==> src/rtl/fpu_issue_ctrl_pkg.sv <==
// Shared encodings and decode types for the FPU issue/writeback controller.
package fpu_issue_ctrl_pkg;

    // Width of the latency field carried in the decode result.
    localparam int DEC_LAT_W = 4;

    typedef enum logic [3:0] {
        OP_ADD    = 4'b0000,
        OP_F2I    = 4'b0001,
        OP_I2F    = 4'b0010,
        OP_MUL    = 4'b0011,
        OP_CMP    = 4'b0100,
        OP_MINMAX = 4'b0101,
        OP_CLASS  = 4'b0110,
        OP_NONE   = 4'b1111
    } fpu_op_e;

    localparam logic [6:0] F7_ADD    = 7'b0000000;
    localparam logic [6:0] F7_SUB    = 7'b0000100;
    localparam logic [6:0] F7_MUL    = 7'b0001000;
    localparam logic [6:0] F7_F2I    = 7'b1100000;
    localparam logic [6:0] F7_I2F    = 7'b1101000;
    localparam logic [6:0] F7_CMP    = 7'b1010000;
    localparam logic [6:0] F7_MINMAX = 7'b0010100;
    localparam logic [6:0] F7_CLS_MV = 7'b1110000;
    localparam logic [6:0] F7_MVWX   = 7'b1111000;

    localparam logic [2:0] F3_MVXW  = 3'b000;
    localparam logic [2:0] F3_CLASS = 3'b001;

    typedef enum logic [1:0] {S_IDLE, S_EXEC, S_WB} state_e;

    // Controls that are held for the life of an in-flight op.
    typedef struct packed {
        fpu_op_e op;
        logic    wb_freg;
        logic    wb_ireg;
        logic    wb_ffr;
        logic    mov_freg;
        logic    mov_ireg;
        logic    mov_i2f;
    } ctl_t;

    typedef struct packed {
        ctl_t                 ctl;
        logic [DEC_LAT_W-1:0] lat;
        logic                 legal;
    } decode_t;

endpackage

==> src/rtl/fpu_issue_ctrl_if.sv <==
// ID-stage / datapath facing signals of the FPU issue controller.
interface fpu_issue_ctrl_if #(parameter int REG_AW = 5);
    logic              flush;
    logic              instr_valid;
    logic              instr_ready;
    logic [6:0]        funct7;
    logic [2:0]        funct3;
    logic [REG_AW-1:0] rs1;
    logic [REG_AW-1:0] rs2;
    logic [REG_AW-1:0] rd;
    logic              issue_start;
    logic [3:0]        fpu_op;
    logic              mov_from_freg;
    logic              mov_from_ireg;
    logic              mov_int_to_fpu;
    logic              wb_valid;
    logic              wb_freg;
    logic              wb_ireg;
    logic              wb_from_float_result;
    logic [REG_AW-1:0] wb_rd;
    logic              busy;
    logic              illegal;

    modport master (
        output flush, instr_valid, funct7, funct3, rs1, rs2, rd,
        input  instr_ready, issue_start, fpu_op, mov_from_freg, mov_from_ireg,
               mov_int_to_fpu, wb_valid, wb_freg, wb_ireg, wb_from_float_result,
               wb_rd, busy, illegal
    );

    modport slave (
        input  flush, instr_valid, funct7, funct3, rs1, rs2, rd,
        output instr_ready, issue_start, fpu_op, mov_from_freg, mov_from_ireg,
               mov_int_to_fpu, wb_valid, wb_freg, wb_ireg, wb_from_float_result,
               wb_rd, busy, illegal
    );
endinterface

==> src/rtl/fpu_issue_ctrl_op_decode.sv <==
// Combinational funct7/funct3 decode into FPU op controls and latency.
module fpu_op_decode
    import fpu_issue_ctrl_pkg::*;
#(
    parameter int ADD_LAT = 3,
    parameter int MUL_LAT = 4,
    parameter int CVT_LAT = 2,
    parameter int CMP_LAT = 1
) (
    input  logic [6:0] funct7,
    input  logic [2:0] funct3,
    output decode_t    dec
);
    localparam logic [DEC_LAT_W-1:0] L_ADD = DEC_LAT_W'(ADD_LAT);
    localparam logic [DEC_LAT_W-1:0] L_MUL = DEC_LAT_W'(MUL_LAT);
    localparam logic [DEC_LAT_W-1:0] L_CVT = DEC_LAT_W'(CVT_LAT);
    localparam logic [DEC_LAT_W-1:0] L_CMP = DEC_LAT_W'(CMP_LAT);

    // Table decode; anything unlisted clears legal.
    always_comb begin
        dec        = '0;
        dec.ctl.op = OP_NONE;
        dec.legal  = 1'b1;
        case (funct7)
            F7_ADD, F7_SUB: begin
                dec.ctl.op = OP_ADD;    dec.ctl.wb_freg = 1'b1; dec.lat = L_ADD;
            end
            F7_MUL: begin
                dec.ctl.op = OP_MUL;    dec.ctl.wb_freg = 1'b1; dec.lat = L_MUL;
            end
            F7_F2I: begin
                dec.ctl.op = OP_F2I;    dec.ctl.wb_ireg = 1'b1; dec.ctl.wb_ffr = 1'b1; dec.lat = L_CVT;
            end
            F7_I2F: begin
                dec.ctl.op = OP_I2F;    dec.ctl.wb_freg = 1'b1; dec.ctl.mov_i2f = 1'b1; dec.lat = L_CVT;
            end
            F7_CMP: begin
                dec.ctl.op = OP_CMP;    dec.ctl.wb_ireg = 1'b1; dec.ctl.wb_ffr = 1'b1; dec.lat = L_CMP;
            end
            F7_MINMAX: begin
                dec.ctl.op = OP_MINMAX; dec.ctl.wb_freg = 1'b1; dec.lat = L_CMP;
            end
            F7_CLS_MV: begin
                dec.lat = L_CMP;
                if (funct3 == F3_CLASS) begin
                    dec.ctl.op = OP_CLASS; dec.ctl.wb_ireg = 1'b1; dec.ctl.wb_ffr = 1'b1;
                end else if (funct3 == F3_MVXW) begin
                    dec.ctl.wb_ireg = 1'b1; dec.ctl.mov_freg = 1'b1;
                end else begin
                    dec.legal = 1'b0;
                end
            end
            F7_MVWX: begin
                dec.ctl.wb_freg = 1'b1; dec.ctl.mov_ireg = 1'b1; dec.lat = L_CMP;
            end
            default: dec.legal = 1'b0;
        endcase
    end
endmodule

==> src/rtl/fpu_issue_ctrl.sv <==
// FPU issue/writeback controller: IDLE/EXEC/WB FSM, latency counter,
// hazard check against the op in writeback, and held datapath controls.
module fpu_issue_ctrl
    import fpu_issue_ctrl_pkg::*;
#(
    parameter int ADD_LAT = 3,
    parameter int MUL_LAT = 4,
    parameter int CVT_LAT = 2,
    parameter int CMP_LAT = 1,
    parameter int REG_AW  = 5,
    parameter int LAT_W   = 4
) (
    input  logic             clk,
    input  logic             rst,
    fpu_issue_ctrl_if.slave  bus
);
    state_e            state, state_nx;
    logic [LAT_W-1:0]  cnt, cnt_nx;
    ctl_t              ctl_q, ctl_nx;
    logic [REG_AW-1:0] rd_q, rd_nx;
    logic              issue_q, issue_nx;
    logic              ill_q, ill_nx;
    decode_t           dec;
    logic              in_wb, hazard, accept;

    fpu_op_decode #(
        .ADD_LAT(ADD_LAT), .MUL_LAT(MUL_LAT), .CVT_LAT(CVT_LAT), .CMP_LAT(CMP_LAT)
    ) u_dec (
        .funct7 (bus.funct7),
        .funct3 (bus.funct3),
        .dec    (dec)
    );

    // A new op may only depend on the retiring one once its result is out;
    // writes to integer x0 never create a dependency.
    assign in_wb  = (state == S_WB);
    assign hazard = in_wb && ((bus.rs1 == rd_q) || (bus.rs2 == rd_q) || (bus.rd == rd_q))
                    && !(ctl_q.wb_ireg && (rd_q == '0));
    assign bus.instr_ready = ((state == S_IDLE) || in_wb) && !hazard && !bus.flush && !rst;
    assign accept = bus.instr_valid && bus.instr_ready;

    // Next-state: flush wins, then accept (which also covers back-to-back in WB), then sequencing.
    always_comb begin
        state_nx = state;
        cnt_nx   = cnt;
        ctl_nx   = ctl_q;
        rd_nx    = rd_q;
        issue_nx = 1'b0;
        ill_nx   = 1'b0;
        if (bus.flush) begin
            state_nx = S_IDLE;
        end else if (accept) begin
            if (dec.legal) begin
                ctl_nx   = dec.ctl;
                rd_nx    = bus.rd;
                issue_nx = 1'b1;
                if (dec.lat == DEC_LAT_W'(1)) begin
                    state_nx = S_WB;
                end else begin
                    state_nx = S_EXEC;
                    cnt_nx   = LAT_W'(dec.lat - DEC_LAT_W'(2));
                end
            end else begin
                ill_nx   = 1'b1;
                state_nx = S_IDLE;
            end
        end else begin
            case (state)
                S_EXEC: begin
                    if (cnt == '0) state_nx = S_WB;
                    else           cnt_nx   = cnt - LAT_W'(1);
                end
                S_WB:    state_nx = S_IDLE;
                default: state_nx = S_IDLE;
            endcase
        end
    end

    // State, counter and captured controls.
    always_ff @(posedge clk or posedge rst) begin
        if (rst) begin
            state   <= S_IDLE;
            cnt     <= '0;
            ctl_q   <= '0;
            rd_q    <= '0;
            issue_q <= 1'b0;
            ill_q   <= 1'b0;
        end else begin
            state   <= state_nx;
            cnt     <= cnt_nx;
            ctl_q   <= ctl_nx;
            rd_q    <= rd_nx;
            issue_q <= issue_nx;
            ill_q   <= ill_nx;
        end
    end

    assign bus.busy                 = (state != S_IDLE);
    assign bus.issue_start          = issue_q;
    assign bus.illegal              = ill_q;
    assign bus.fpu_op               = bus.busy ? ctl_q.op : OP_NONE;
    assign bus.mov_from_freg        = bus.busy && ctl_q.mov_freg;
    assign bus.mov_from_ireg        = bus.busy && ctl_q.mov_ireg;
    assign bus.mov_int_to_fpu       = bus.busy && ctl_q.mov_i2f;
    assign bus.wb_valid             = in_wb;
    assign bus.wb_freg              = in_wb && ctl_q.wb_freg;
    assign bus.wb_ireg              = in_wb && ctl_q.wb_ireg;
    assign bus.wb_from_float_result = in_wb && ctl_q.wb_ffr;
    assign bus.wb_rd                = in_wb ? rd_q : '0;
endmodule

==> src/flat_wrapper.sv <==
// flat-port wrapper written by rule: the top's interface ports become plain ports
module fpu_issue_ctrl_flat import fpu_issue_ctrl_pkg::*;
#(
    parameter int ADD_LAT = 3,
    parameter int MUL_LAT = 4,
    parameter int CVT_LAT = 2,
    parameter int CMP_LAT = 1,
    parameter int REG_AW  = 5,
    parameter int LAT_W   = 4
)
  (clk, rst, bus_flush, bus_instr_valid, bus_funct7, bus_funct3, bus_rs1, bus_rs2, bus_rd, bus_instr_ready, bus_issue_start, bus_fpu_op, bus_mov_from_freg, bus_mov_from_ireg, bus_mov_int_to_fpu, bus_wb_valid, bus_wb_freg, bus_wb_ireg, bus_wb_from_float_result, bus_wb_rd, bus_busy, bus_illegal);
  fpu_issue_ctrl_if #(.REG_AW(REG_AW)) bus_i ();
  input  logic clk;
  input  logic rst;
  input wire logic [$bits(bus_i.flush)-1:0] bus_flush;
  input wire logic [$bits(bus_i.instr_valid)-1:0] bus_instr_valid;
  input wire logic [$bits(bus_i.funct7)-1:0] bus_funct7;
  input wire logic [$bits(bus_i.funct3)-1:0] bus_funct3;
  input wire logic [$bits(bus_i.rs1)-1:0] bus_rs1;
  input wire logic [$bits(bus_i.rs2)-1:0] bus_rs2;
  input wire logic [$bits(bus_i.rd)-1:0] bus_rd;
  output wire logic [$bits(bus_i.instr_ready)-1:0] bus_instr_ready;
  output wire logic [$bits(bus_i.issue_start)-1:0] bus_issue_start;
  output wire logic [$bits(bus_i.fpu_op)-1:0] bus_fpu_op;
  output wire logic [$bits(bus_i.mov_from_freg)-1:0] bus_mov_from_freg;
  output wire logic [$bits(bus_i.mov_from_ireg)-1:0] bus_mov_from_ireg;
  output wire logic [$bits(bus_i.mov_int_to_fpu)-1:0] bus_mov_int_to_fpu;
  output wire logic [$bits(bus_i.wb_valid)-1:0] bus_wb_valid;
  output wire logic [$bits(bus_i.wb_freg)-1:0] bus_wb_freg;
  output wire logic [$bits(bus_i.wb_ireg)-1:0] bus_wb_ireg;
  output wire logic [$bits(bus_i.wb_from_float_result)-1:0] bus_wb_from_float_result;
  output wire logic [$bits(bus_i.wb_rd)-1:0] bus_wb_rd;
  output wire logic [$bits(bus_i.busy)-1:0] bus_busy;
  output wire logic [$bits(bus_i.illegal)-1:0] bus_illegal;
  assign bus_i.flush = bus_flush;
  assign bus_i.instr_valid = bus_instr_valid;
  assign bus_i.funct7 = bus_funct7;
  assign bus_i.funct3 = bus_funct3;
  assign bus_i.rs1 = bus_rs1;
  assign bus_i.rs2 = bus_rs2;
  assign bus_i.rd = bus_rd;
  assign bus_instr_ready = bus_i.instr_ready;
  assign bus_issue_start = bus_i.issue_start;
  assign bus_fpu_op = bus_i.fpu_op;
  assign bus_mov_from_freg = bus_i.mov_from_freg;
  assign bus_mov_from_ireg = bus_i.mov_from_ireg;
  assign bus_mov_int_to_fpu = bus_i.mov_int_to_fpu;
  assign bus_wb_valid = bus_i.wb_valid;
  assign bus_wb_freg = bus_i.wb_freg;
  assign bus_wb_ireg = bus_i.wb_ireg;
  assign bus_wb_from_float_result = bus_i.wb_from_float_result;
  assign bus_wb_rd = bus_i.wb_rd;
  assign bus_busy = bus_i.busy;
  assign bus_illegal = bus_i.illegal;
  fpu_issue_ctrl #(.ADD_LAT(ADD_LAT), .MUL_LAT(MUL_LAT), .CVT_LAT(CVT_LAT), .CMP_LAT(CMP_LAT), .REG_AW(REG_AW), .LAT_W(LAT_W)) u_core (.clk(clk), .rst(rst), .bus(bus_i));
endmodule
==> config.mk <==
export PLATFORM = sky130hd
export DESIGN_NAME = fpu_issue_ctrl_flat
export DESIGN_NICKNAME = d
export VERILOG_FILES = /design/src/rtl/fpu_issue_ctrl_pkg.sv /design/src/rtl/fpu_issue_ctrl_if.sv /design/src/rtl/fpu_issue_ctrl_op_decode.sv /design/src/rtl/fpu_issue_ctrl.sv /design/src/flat_wrapper.sv
export SDC_FILE = /design/constraint.sdc
export NUM_CORES = 1
export LEC_CHECK = 0
export ABC_AREA = 1
export CAP_MARGIN = 5
export CORE_UTILIZATION = 40
export CTS_CLUSTER_SIZE = 40
export DETAILED_ROUTE_END_ITERATION = 10
export GPL_TIMING_DRIVEN = 0
export PLACE_DENSITY = 0.71
export SETUP_SLACK_MARGIN = 0.2
export SLEW_MARGIN = 20
export SYNTH_ARGS = -nofsm -noshare
export SYNTH_HDL_FRONTEND = slang
export SYNTH_SLANG_ARGS = --single-unit
==> constraint.sdc <==
create_clock -name clk -period 1.4 [get_ports clk]
set_input_delay 0.28 -clock clk [delete_from_list [all_inputs] [get_ports clk]]
set_output_delay 0.28 -clock clk [all_outputs]
set_load 0.01 [all_outputs]
Yosys cells after proc, flatten, opt, wreduce, memory -nomap -nowiden
Index checks and enable logic that the tools add are counted. W data, S select, Z words.

Flip-flop bits (word level): 23. Output and inout port bits: 20. Logic and storage cells: 101.

Add/sub/neg operators: 2. Eq/ne operators: 19. Muxes and demuxes: 32. Bitwise operators: 1. Reduce and logical (&&, ||, !) cells: 35.

Operators by type and width (number): $eq A7 B7 Y1 const B (5); $mux W4 (7); $pmux W4 S7 (1); $eq A5 B5 Y1 (3); $mux W1 (14); $logic_and A1 B1 Y1 (13); $mux W2 (6); $pmux W3 S4 (1); $reduce_or A8 Y1 (1); $eq A7 B3 Y1 const B (1); $eq A7 B4 Y1 const B (1); $eq A7 B5 Y1 const B (1); $logic_not A7 Y1 (1); $eq A3 B1 Y1 const B (2); $reduce_or A2 Y1 (3); $reduce_or A6 Y1 (1); $logic_not A5 Y1 (1); $mux W5 (1); $reduce_and A5 Y1 (1); $logic_not A1 Y1 (4); $logic_not A4 Y1 (1); $ne A2 B1 Y1 const B (2); $ne A4 B2 Y1 const B (1); $pmux W2 S2 (1); 13 further kinds (16).

Depth between registers and ports, before layout
Gate-level depths: netlist of the first run.

Depth in word-level cells: 12. Depth in mapped cells: 12. Mapped depth without buffers: 12.

Modules after synthesis
From an unflattened synthesis of the first run, not the netlist that was laid out.

Cell total of the unflattened synthesis: 288. Area, all modules: 1844.3 um^2.

By module, submodules not included: fpu_issue_ctrl (times used 1, cells an instance 215, area an instance 1527.7 um^2, sequential area each 575.6 um^2); fpu_op_decode (times used 1, cells an instance 73, area an instance 316.6 um^2, sequential area each 0.0 um^2).

Worst setup path after synthesis of the first run
Ideal clock, no wire load.

Path type: register -> register. Start point: register u_core.state[0]. End point: register u_core.ctl_q[5] (netlist name). Library setup time: 0.118 ns. Arrival: 1.415 ns. Required time: 1.282 ns. Path slack: -0.133 ns. Cell stages (with the launch flop): 10. Cell sequence: dfrtp_1 nor2_2 inv_2 a21oi_1 nand2_4 nand3_4 nor2_8 buf_6 nand2_1 o21ai_2.

Word-level cells in the longest chain between the ends: 9. Elaborated cells between the ends (all ways): 11.

Ends and longest elaborated chain: from (decl) (line fpu_issue_ctrl.sv:17) `state_e state, state_nx;`; from (signal assigned) (line fpu_issue_ctrl.sv:89) `state <= state_nx;`; $eq A2 B2 Y1 (*) (line fpu_issue_ctrl.sv:36) `assign in_wb = (state == S_WB);`; via bus_wb_valid (line flat_wrapper.sv:28) `output wire logic [$bits(bus_i.wb_valid)-1:0] bus_wb_valid;`; $logic_and A1 B1 Y1 (line fpu_issue_ctrl.sv:37) `assign hazard = in_wb && ((bus.rs1 == rd_q) || (bus.rs2 == rd_q) || (bus.rd == rd_q))`; $logic_and A1 B1 Y1 (line fpu_issue_ctrl.sv:38) `&& !(ctl_q.wb_ireg && (rd_q == '0));`; $logic_not A1 Y1 (line fpu_issue_ctrl.sv:39) `assign bus.instr_ready = ((state == S_IDLE) || in_wb) && !hazard && !bus.flush && !rst;`; $logic_and A1 B1 Y1 (*) (3 in series) (line fpu_issue_ctrl.sv:39); $logic_and A1 B1 Y1 (*) (line fpu_issue_ctrl.sv:40) `assign accept = bus.instr_valid && bus.instr_ready;`; $reduce_and A3 Y1 (no line) (*); to (signal assigned) (line fpu_issue_ctrl.sv:91) `ctl_q <= ctl_nx;`; to (decl) (line fpu_issue_ctrl.sv:19) `ctl_t ctl_q, ctl_nx;`.

The timed path passes the listed nets; every way through them passes the cells marked *. A chain may end at the register's enable or synchronous reset.

Worst setup path after layout of the first run
Start point: register u_core.rd_q[3]. End point: output bus_instr_ready.

Word-level cells in the longest chain between the ends: 9. Elaborated cells between the ends (all ways): 14.

Ends and longest elaborated chain: from (decl) (line fpu_issue_ctrl.sv:20) `logic [REG_AW-1:0] rd_q, rd_nx;`; from (signal assigned) (line fpu_issue_ctrl.sv:92) `rd_q <= rd_nx;`; $eq A5 B5 Y1 (line fpu_issue_ctrl.sv:37); $logic_or A1 B1 Y1 (2 in series) (line fpu_issue_ctrl.sv:37); $logic_and A1 B1 Y1 (line fpu_issue_ctrl.sv:37); $logic_and A1 B1 Y1 (*) (line fpu_issue_ctrl.sv:38); $logic_not A1 Y1 (*) (line fpu_issue_ctrl.sv:39); $logic_and A1 B1 Y1 (*) (3 in series) (line fpu_issue_ctrl.sv:39); to (decl) (line flat_wrapper.sv:22) `output wire logic [$bits(bus_i.instr_ready)-1:0] bus_instr_ready;`.

Mark *: on every way between the ends. The rest lies on a longest branch, timed or not.

==> results of run 1 <==
cell families after synthesis:
kind of cell,after synthesis
compound gates,19
fa+ha+maj,3
buf+inv,54
xor+xnor,6
simple gates,162
flops,23
path summary, 6_finish.rpt:
| path | depth (start not counted) | slack, ns | endpoint | start |
|---|---|---|---|---|
| setup / recovery | 10 | -0.38 | bus_instr_ready | u_core.rd_q[3]$_DFFE_PP0P_ |
| hold / removal | 3 | 0.41 | u_core.rd_q[0]$_DFFE_PP0P_ | bus_rd[0] |
| setup reg to reg | 13 | -0.37 | u_core.ctl_q[3]$_DFFE_PP0P_ | u_core.rd_q[3]$_DFFE_PP0P_ |
| hold reg to reg | 2 | 0.52 | u_core.cnt[1]$_DFFE_PP0P_ | u_core.cnt[1]$_DFFE_PP0P_ |
| max in group asynchronous | 2 | 0.20 | u_core.rd_q[0]$_DFFE_PP0P_ | rst |
| min in group asynchronous | 2 | 0.60 | u_core.rd_q[2]$_DFFE_PP0P_ | rst |
final cells by class:
type / count / area share
Clock buffer: 3 / 0.0142
Tap cell: 50 / 0.0216
Timing Repair Buffer: 76 / 0.253
Sequential cell: 23 / 0.200
Inverter: 51 / 0.0695
Clock inverter: 1 / 0.00173
Buffer: 3 / 0.0173
Multi-Input combinational cell: 190 / 0.423
Yosys cell counts:
master,number
a21oi_1,2
buf_6,2
buf_8,1
dfrtp_1,23
ha_1,3
inv_1,44
inv_2,7
nand2_1,82
nand2_2,4
nand2_4,1
nand3_1,13
nand3_2,3
nand3_4,1
nand4_1,8
nor2_1,37
nor2_2,5
nor2_4,1
nor2_8,1
nor3_1,4
nor3_2,2
o21ai_0,2
o21ai_1,1
o21ai_2,14
xnor2_1,3
xor2_1,3
metrics by stage:
stage	setup WS, ns	cells	instance area (µm²)	TNS [ns]
2_1_floorplan	-0.101	267	1820	-1.44
3_3_place_gp	-0.816	365	2360	-20.32
3_5_place_dp	-0.843	365	2360	-20.15
4_1_cts	-0.344	385	2490	-9.73
5_1_grt	-0.469	397	2900	-14.38
6_report	-0.379	397	2900	-11.22
cell usage in the layout (no fill, tap or decap), types with 3 or more instances in the layout:
cell type        synthesis  routed
nand4_1                  8       8
nand2_4                  1       9
buf_6                    2      20
nand3_1                 13      11
nor2_1                  37      21
buf_2                    0       9
clkbuf_8                 0       3
o21ai_2                 14      15
nor2_4                   1      11
nand2_2                  4      15
clkdlybuf4s50_1          0      13
nor2_2                   5      11
nand2_1                 82      63
xor2_1                   3       3
buf_4                    0      15
nand3_4                  1       4
xnor2_1                  3       3
inv_2                    7      10
inv_1                   44      39
dlygate4sd2_1            0       9
ha_1                     3       3
dfrtp_2                  0       3
dfrtp_1                 23      20
dlymetal6s2s_1           0       6
metal layers:
layer / share of wire / track usage / vias up / wire, µm
li1: - / - / 974 / -
met1: 0.41 / 0.240 / 865 / 1980
met2: 0.53 / 0.350 / 43 / 2540
met3: 0.047 / 0.0280 / 8 / 227
met4: 0.014 / 0.0510 / 0 / 69
met5: 0 / 0 / - / 0
what timing repair did:
item,4_1_cts,5_1_grt
resized for setup,103,79
endpoints found under the setup margin,43,66
gates cloned,0,1
pin swaps,15,15
buffers inserted,16,11
worst register-to-register path: cells and delay by family (launching register included):
kind	cells	cell delay, ns
AOI/OAI and AO/OA	1	0.06
and+or+nand+nor	9	0.79
buffers and inverters	3	0.40
DFF	1	0.45
flip-flops by register name (all words and copies together) (netlist names):
signal	flops
u_core.ctl_q	10
u_core.rd_q	5
u_core.cnt	4
u_core.state	2
u_core.bus.illegal	1
u_core.bus.issue_start	1
where the power goes:
group | switching [mW] | internal (mW) | total [mW]
sequential | 0.0947 | 0.810 | 0.905
combinational | 0.536 | 0.449 | 0.985
clock | 0.223 | 0.199 | 0.422
==> flow_summary.ini, run 1 <==
[synth]
ys_seq_area_frac = 0.321
synthCells = 267
synth-adder-area-share = 0.0210
synth_mux_area_frac = 0
yosys_warnings = 0
synth_compound_area_frac = 0.0825
ys_ff_latch = 23
syn_area_um2 = 1790
synth_largest_area_cell = dfrtp_1
synthSimpleGateAreaFrac = 0.418
synth_xor_area_frac = 0.0294
post_synth_num_cell_types = 25
yosys-top-cells-area = dfrtp_1 32%, nand2_1 17%, inv_1 9.2%
yosysTopAreaCellShare = 0.321
syn-num-nets = 299
synth.avg_cell_area_um2 = 6.71
synth_top_family_by_area = simple AND/OR/NAND/NOR gates

[critical_path]
critPathTopFamily = simple AND/OR/NAND/NOR gates
path_buf_inv = 3
startpoint_type = flop
crit_path_max_incr_delay_ns = 0.45
worstPathArrival_ns = 1.50
cp_max_fo = 5
crit_slowest_cell = dfrtp_2
cp.required_ns = 1.12
worstSetupPathType = reg -> out
end_kind = output pin
path_cells = inv_2, nand2_1, nand2_1, nor2_1, nand3_1, nand3_2, nand2_4, nand2_2, inv_2, buf_6

[clock_network]
cts_tree = built
clkLatencyLatePin_ns = 0.26
clock_sinks = 23
cts_root_buf = clkbuf_8
cts_max_level = 1
holdBufCountCts = 0
numCtsBuffers = 3
cts_buffer_depth = 2
clk_pin_slew_worst_paths_ns = 0.08

[timing]
setup_violations = 40
fin_crit_ns = 1.78
final_max_slew_viol_count = 0
worst_pin_slew_ns = 0.886
fin_ws_ns = -0.379
whs_ns = 0.407
fin_skew_ns = 0.00113
hold_viol_final = 0
slew_headroom = 0.409
min_period_over_period = 1.27
max_freq_mhz = 562
rsz0062_at_grt = yes

[global_routing]
grt_pass1_wl_mm = 6.92
antenna_found_initial = 0
grt_pass1_vias = 1651
grt.overflow.total = 0
grt_use_total = 0.194
grt_max_degree = 24

[route]
ant_nets = 0
wire_per_inst_um = 12.1
drt_wl_total_mm = 4.82
viasPerCell = 4.76
first_pass_iters = 4
first_iter_violations = 62
vias = 1890
drc = 0

[layout]
fin_nets = 380
syn_to_final_growth_pct = 61.8
fin_util = 0.699
multi_input_area_um2 = 1230
regArea_um2 = 579
diodes = 0
fillers = 346
drive_above_1_share = 0.406

[die]
start_util = 0.432
rows = 23
core_um2 = 4140
die_area_um2 = 4750
fp.dieH_um = 68.9
fp.dieW_um = 68.9
pin_count = 49

[power]
power_density_nw_per_um2 = 798
vdd_drop_max_uv = 510
p_leak_nw = 1.60
total_power_mw = 2.31

[placement]
dpl.hpwl_mm = 3.13
io_buffer_count = 48
place_congestion = 0.802

[outcome]
violations = negative setup slack
status = finished, violations left

[job]
maxCapViolations = 0

[min_path]
hp-class = in -> reg
Note: power is estimated with default switching activity, not from simulation.
==> run 2: changes to the inputs <==
--- a/config.mk
+++ b/config.mk
@@ -7,6 +7,7 @@
 export LEC_CHECK = 0
 export ABC_AREA = 1
 export CAP_MARGIN = 5
+export CORE_MARGIN = 2
 export CORE_UTILIZATION = 40
 export CTS_CLUSTER_SIZE = 40
 export DETAILED_ROUTE_END_ITERATION = 10
==> run 2 against run 1 <==
  * The flow still finishes with violations (negative setup slack)
  * Clock-buffer cell count unchanged
  * Die area rose by 5.9%
  * Non-clock buffer count shrank 4
  * Utilization shrank 7.2 points
  * Critical path depth up 1
  * Combinational power is 4% higher
  * Setup slack improved by 0.058 ns
  * Global-route usage grew 0.62 points
  * Maximum frequency grew 3.4%
  * Largest cell class unchanged
==> flow_summary.ini, run 2 (synthesized netlist as in run 1, its figures left out) <==
[clock_network]
cts_root_buf = clkbuf_8
cts_buffer_depth = 2
holdBufCountCts = 0
clk_pin_slew_worst_paths_ns = 0.08
clkLatencyLatePin_ns = 0.27
cts_tree = built
clock_sinks = 23
cts_max_level = 1
numCtsBuffers = 3

[placement]
place_area_um2 = 2360
placed_cells = 367
io_buffer_count = 48
place_congestion = 0.850
dpl.hpwl_mm = 3.20

[timing]
worst_pin_slew_ns = 0.889
hold_viol_final = 0
max_freq_mhz = 581
final_max_slew_viol_count = 0
slew_headroom = 0.407
setup_violations = 41
fin_crit_ns = 1.72
rsz0062_at_grt = yes
fin_ws_ns = -0.321
min_period_over_period = 1.23
fin_skew_ns = 0.00360

[route]
ant_nets = 0
viasPerCell = 4.74
vias = 1873
drc = 0
drt_wl_total_mm = 4.65
wire_per_inst_um = 11.8
first_iter_violations = 48
first_pass_iters = 5

[critical_path]
cp.required_ns = 1.12
worstSetupPathType = in -> out
worstPathArrival_ns = 1.44
end_kind = output pin
startpoint_type = input pin
cp_max_fo = 2

[layout]
final_cells = 395
drive_above_1_share = 0.399
largest_reg_flops = 10
reg_top3 = u_core.ctl_q (10), u_core.rd_q (5), u_core.cnt (4)
final_cell_mix = 66 x nand2_1, 38 x inv_1, 24 x nor2_1
fin_nets = 376
mostFrequentLayoutCell = nand2_1
syn_to_final_growth_pct = 51.5
diodes = 0
regMostFlops = u_core.ctl_q
fin_area_um2 = 2710

[outcome]
status = finished, violations left
violations = negative setup slack

[die]
rows = 24
start_util = 0.414
fp.dieW_um = 70.9
die_area_um2 = 5030
pin_count = 49
core_um2 = 4320
fp.dieH_um = 70.9

[power]
p_leak_nw = 1.42
power_density_nw_per_um2 = 870
vdd_drop_max_uv = 408

[job]
maxCapViolations = 0

[global_routing]
grt_use_total = 0.200
antenna_found_initial = 0
grt.overflow.total = 0
grt_pass1_wl_mm = 8.18
grt_pass1_vias = 1955
grt_max_degree = 24

[min_path]
hp-class = in -> reg
## run 2: changes by cell type in the layout (fill, tap and decap cells not counted), moves of 2 or more
cell | before | now
buf_6 | 20 | 10
nand2_4 | 9 | 1
buf_2 | 9 | 15
nand2_2 | 15 | 20
nand3_2 | 2 | 7
dlymetal6s2s_1 | 6 | 2
nand3_1 | 11 | 7
dlygate4sd2_1 | 9 | 12
nand2_1 | 63 | 66
nor2_1 | 21 | 24
nor2_4 | 11 | 8
buf_4 | 15 | 17
## run 2: what timing repair did
action	in CTS	in global routing
pin swaps	20	12
resized for setup	132	25
endpoints found under the setup margin	43	65
buffers inserted	23	1
## run 2: path summary, 6_finish.rpt
check | slack, ns | endpoint | start | cells after the start
min in group asynchronous | 0.57 | u_core.cnt[2]$_DFFE_PP0P_ | rst | 2
worst max register to register | -0.28 | u_core.ctl_q[5]$_DFFE_PP0P_ | u_core.rd_q[1]$_DFFE_PP0P_ | 11
worst max-delay path | -0.32 | bus_instr_ready | bus_rs2[2] | 11
max in group asynchronous | 0.22 | u_core.rd_q[4]$_DFFE_PP0P_ | rst | 2
worst min-delay path | 0.40 | u_core.rd_q[0]$_DFFE_PP0P_ | bus_rd[0] | 3
worst min register to register | 0.53 | u_core.ctl_q[9]$_DFFE_PP0P_ | u_core.ctl_q[9]$_DFFE_PP0P_ | 2
## run 2: final cells by class
class | count | area (µm²)
buffer | 3 | 50.0
clock buffer | 3 | 41.3
clock inverter | 1 | 5.00
fill | 399 | 1610
inverter | 51 | 196
multi-input combinational | 190 | 1170
sequential | 23 | 581
tap | 52 | 65.1
timing repair buffer | 72 | 606
## run 2: worst max-delay path, stage by stage
cell and delay [ns]:
clkdlybuf4s50_1 0.48, inv_1 0.04, nand2_1 0.05, nand2_1 0.06, nor2_1 0.12, nand3_2 0.07
nand3_2 0.09, nand2_4 0.06, nand2_2 0.06, inv_2 0.03, buf_6 0.10
## run 2: power breakdown
part	leakage [nW]	switching [mW]	internal [mW]	total, mW
Sequential	0.263	0.101	0.812	0.913
Clock	0.0255	0.233	0.200	0.432
Combinational	1.13	0.531	0.485	1.02
Total	1.42	0.864	1.50	2.36
## run 2: stage by stage
step                worst slack (ns)   util  hold WS (ns)  total power, mW  setup TNS (ns)
finish                        -0.321  0.627         0.398             2.36           -7.81
global route                  -0.418  0.627         0.409             2.55          -11.81
CTS                           -0.353  0.608         0.393             2.30           -8.33
detailed placement            -0.804  0.547         0.498             1.73          -21.73
global placement              -0.807  0.547         0.490             1.70          -21.56
floorplan                     -0.101      -         0.282             1.49           -1.44
## run 2: per-layer routing
layer	vias to the layer above	GRT usage	wire length (µm)
li1	968	-	-
met1	861	0.248	1960
met2	39	0.360	2430
met3	5	0.0313	195
met4	0	0.0566	58
met5	-	0	0
==> run 3: changes to the inputs <==
--- a/config.mk
+++ b/config.mk
@@ -11,7 +11,6 @@
 export CORE_UTILIZATION = 40
 export CTS_CLUSTER_SIZE = 40
 export DETAILED_ROUTE_END_ITERATION = 10
-export GPL_TIMING_DRIVEN = 0
 export PLACE_DENSITY = 0.71
 export SETUP_SLACK_MARGIN = 0.2
 export SLEW_MARGIN = 20
==> run 3 against run 2 <==
  * The run still ends with negative setup slack left
  * Clock skew increased by 0.0019 ns
  * Flip-flop and latch count unchanged
  * Wire length increased by 13%
  * Clock power decreased by 3%
  * Cell area increased by 14%
  * Maximum frequency decreased by 1.1%
  * Clock-buffer cell count increased by 1
  * Die area unchanged
  * Worst hold slack improved by 0.013 ns
  * Sequential share of layout area decreased by 2.7 points
  * Highest routed layer unchanged
==> flow_summary.ini, run 3 (synthesized netlist as in run 1, its figures left out) <==
[timing]
fin_crit_ns = 1.74
fin_ws_ns = -0.341
slew_headroom = 0.790
fin_skew_ns = 0.00552
final_max_slew_viol_count = 0
max_freq_mhz = 575
setup_violations = 41
worst_pin_slew_ns = 0.315
min_period_over_period = 1.24
hold_viol_final = 0
rsz0062_at_grt = yes

[die]
pin_count = 49
rows = 24
die_area_um2 = 5030
fp.dieW_um = 70.9
start_util = 0.414
fp.dieH_um = 70.9
core_um2 = 4320

[critical_path]
end_kind = flop
startpoint_type = flop
cp_max_fo = 6
cp.required_ns = 1.60
r2r_setup_slack_ns = -0.34
worstPathArrival_ns = 1.94
worstSetupPathType = reg -> reg

[route]
drt_wl_total_mm = 5.27
ant_nets = 0
viasPerCell = 4.80
first_pass_iters = 4
vias = 2022
drc = 0
wire_per_inst_um = 12.5
first_iter_violations = 49

[clock_network]
cts_root_buf = clkbuf_8
clkLatencyLatePin_ns = 0.26
numCtsBuffers = 3
cts_max_level = 1
clk_pin_slew_worst_paths_ns = 0.09
holdBufCountCts = 0
cts_buffer_depth = 2
cts_tree = built
clock_sinks = 23

[global_routing]
grt_max_degree = 24
grt_pass1_wl_mm = 8.49
grt_use_total = 0.208
antenna_found_initial = 0
grt_pass1_vias = 1945
grt.overflow.total = 0

[job]
maxCapViolations = 0

[layout]
fin_area_um2 = 3100
syn_to_final_growth_pct = 72.9
drive_above_1_share = 0.450
fin_nets = 402
diodes = 0
regMostFlops = u_core.ctl_q
final_cell_mix = 65 x nand2_1, 38 x inv_1, 35 x buf_4
fillers = 340
largest_reg_flops = 10
mostFrequentLayoutCell = nand2_1
regArea_um2 = 579
reg_top3 = u_core.ctl_q (10), u_core.rd_q (5), u_core.cnt (4)
multi_input_area_um2 = 1220

[placement]
place_area_um2 = 2620
io_buffer_count = 48
dpl.hpwl_mm = 3.46
place_congestion = 0.863

[outcome]
status = finished, violations left
violations = negative setup slack

[power]
p_leak_nw = 1.63
total_power_mw = 2.42
power_density_nw_per_um2 = 782
vdd_drop_max_uv = 391

[min_path]
hp-class = in -> reg
[run 3: changes by cell type in the layout (fill, tap and decap cells not counted), sizes merged, moves of 2 or more]
| cell | change |
|---|---|
| buf | +25 |
| clkbuf | +2 |
| clkdlybuf4s15 | +5 |
| clkdlybuf4s50 | -3 |
| dlygate4sd2 | -4 |
| dlymetal6s2s | +2 |
[run 3: cell type report]
class	count	area share
inverter	51	0.0627
clock buffer	4	0.0146
sequential	23	0.187
tap	52	0.0210
timing repair buffer	101	0.320
multi-input combinational	190	0.395
[run 3: worst paths after layout]
check | startpoint | end | depth (start not counted)
worst max-delay path | u_core.state[0]$_DFFE_PP0P_ | u_core.cnt[2]$_DFFE_PP0P_ | 7
worst min-delay path | bus_rd[2] | u_core.rd_q[2]$_DFFE_PP0P_ | 3
worst max register to register | u_core.state[0]$_DFFE_PP0P_ | u_core.cnt[2]$_DFFE_PP0P_ | 7
worst min register to register | u_core.cnt[1]$_DFFE_PP0P_ | u_core.cnt[1]$_DFFE_PP0P_ | 2
max in group asynchronous | rst | u_core.rd_q[0]$_DFFE_PP0P_ | 3
min in group asynchronous | rst | u_core.rd_q[2]$_DFFE_PP0P_ | 3
[run 3: critical path, stage by stage (launching register included)]
cell     delay (ns)
dfrtp_2        0.44
buf_4          0.15
nor3_2         0.28
buf_4          0.21
nand4_1        0.27
nand2_2        0.20
nand2_1        0.07
nand2_1        0.07
[run 3: per-stage QoR]
step,instances,TNS (ns),worst slack [ns],hold slack [ns],util
floorplan,267,-1.44,-0.101,0.282,-
global placement,398,-18.09,-0.750,0.490,0.606
detailed placement,398,-19.51,-0.800,0.499,0.606
CTS,411,-9.24,-0.343,0.412,0.649
global route,421,-13.70,-0.454,0.431,0.716
finish,421,-10.13,-0.341,0.412,0.716
[run 3: power by group]
part / switching (mW) / leakage [nW] / internal (mW)
logic: 0.581 / 1.34 / 0.501
clock network: 0.216 / 0.0228 / 0.203
registers: 0.110 / 0.264 / 0.811
[run 3: repair_timing]
action,CTS,global route
cloned,0,1
pin swaps,14,8
setup buffers,9,9
hold endpoints to repair,0,0
gates resized for setup,135,58
endpoints found under the setup margin,43,43
[run 3: metal layers]
metal	share of wire	up-vias	track usage
li1	-	1020	-
met1	0.41	940	0.252
met2	0.53	54	0.375
met3	0.036	8	0.0214
met4	0.020	0	0.0860
met5	0	-	0
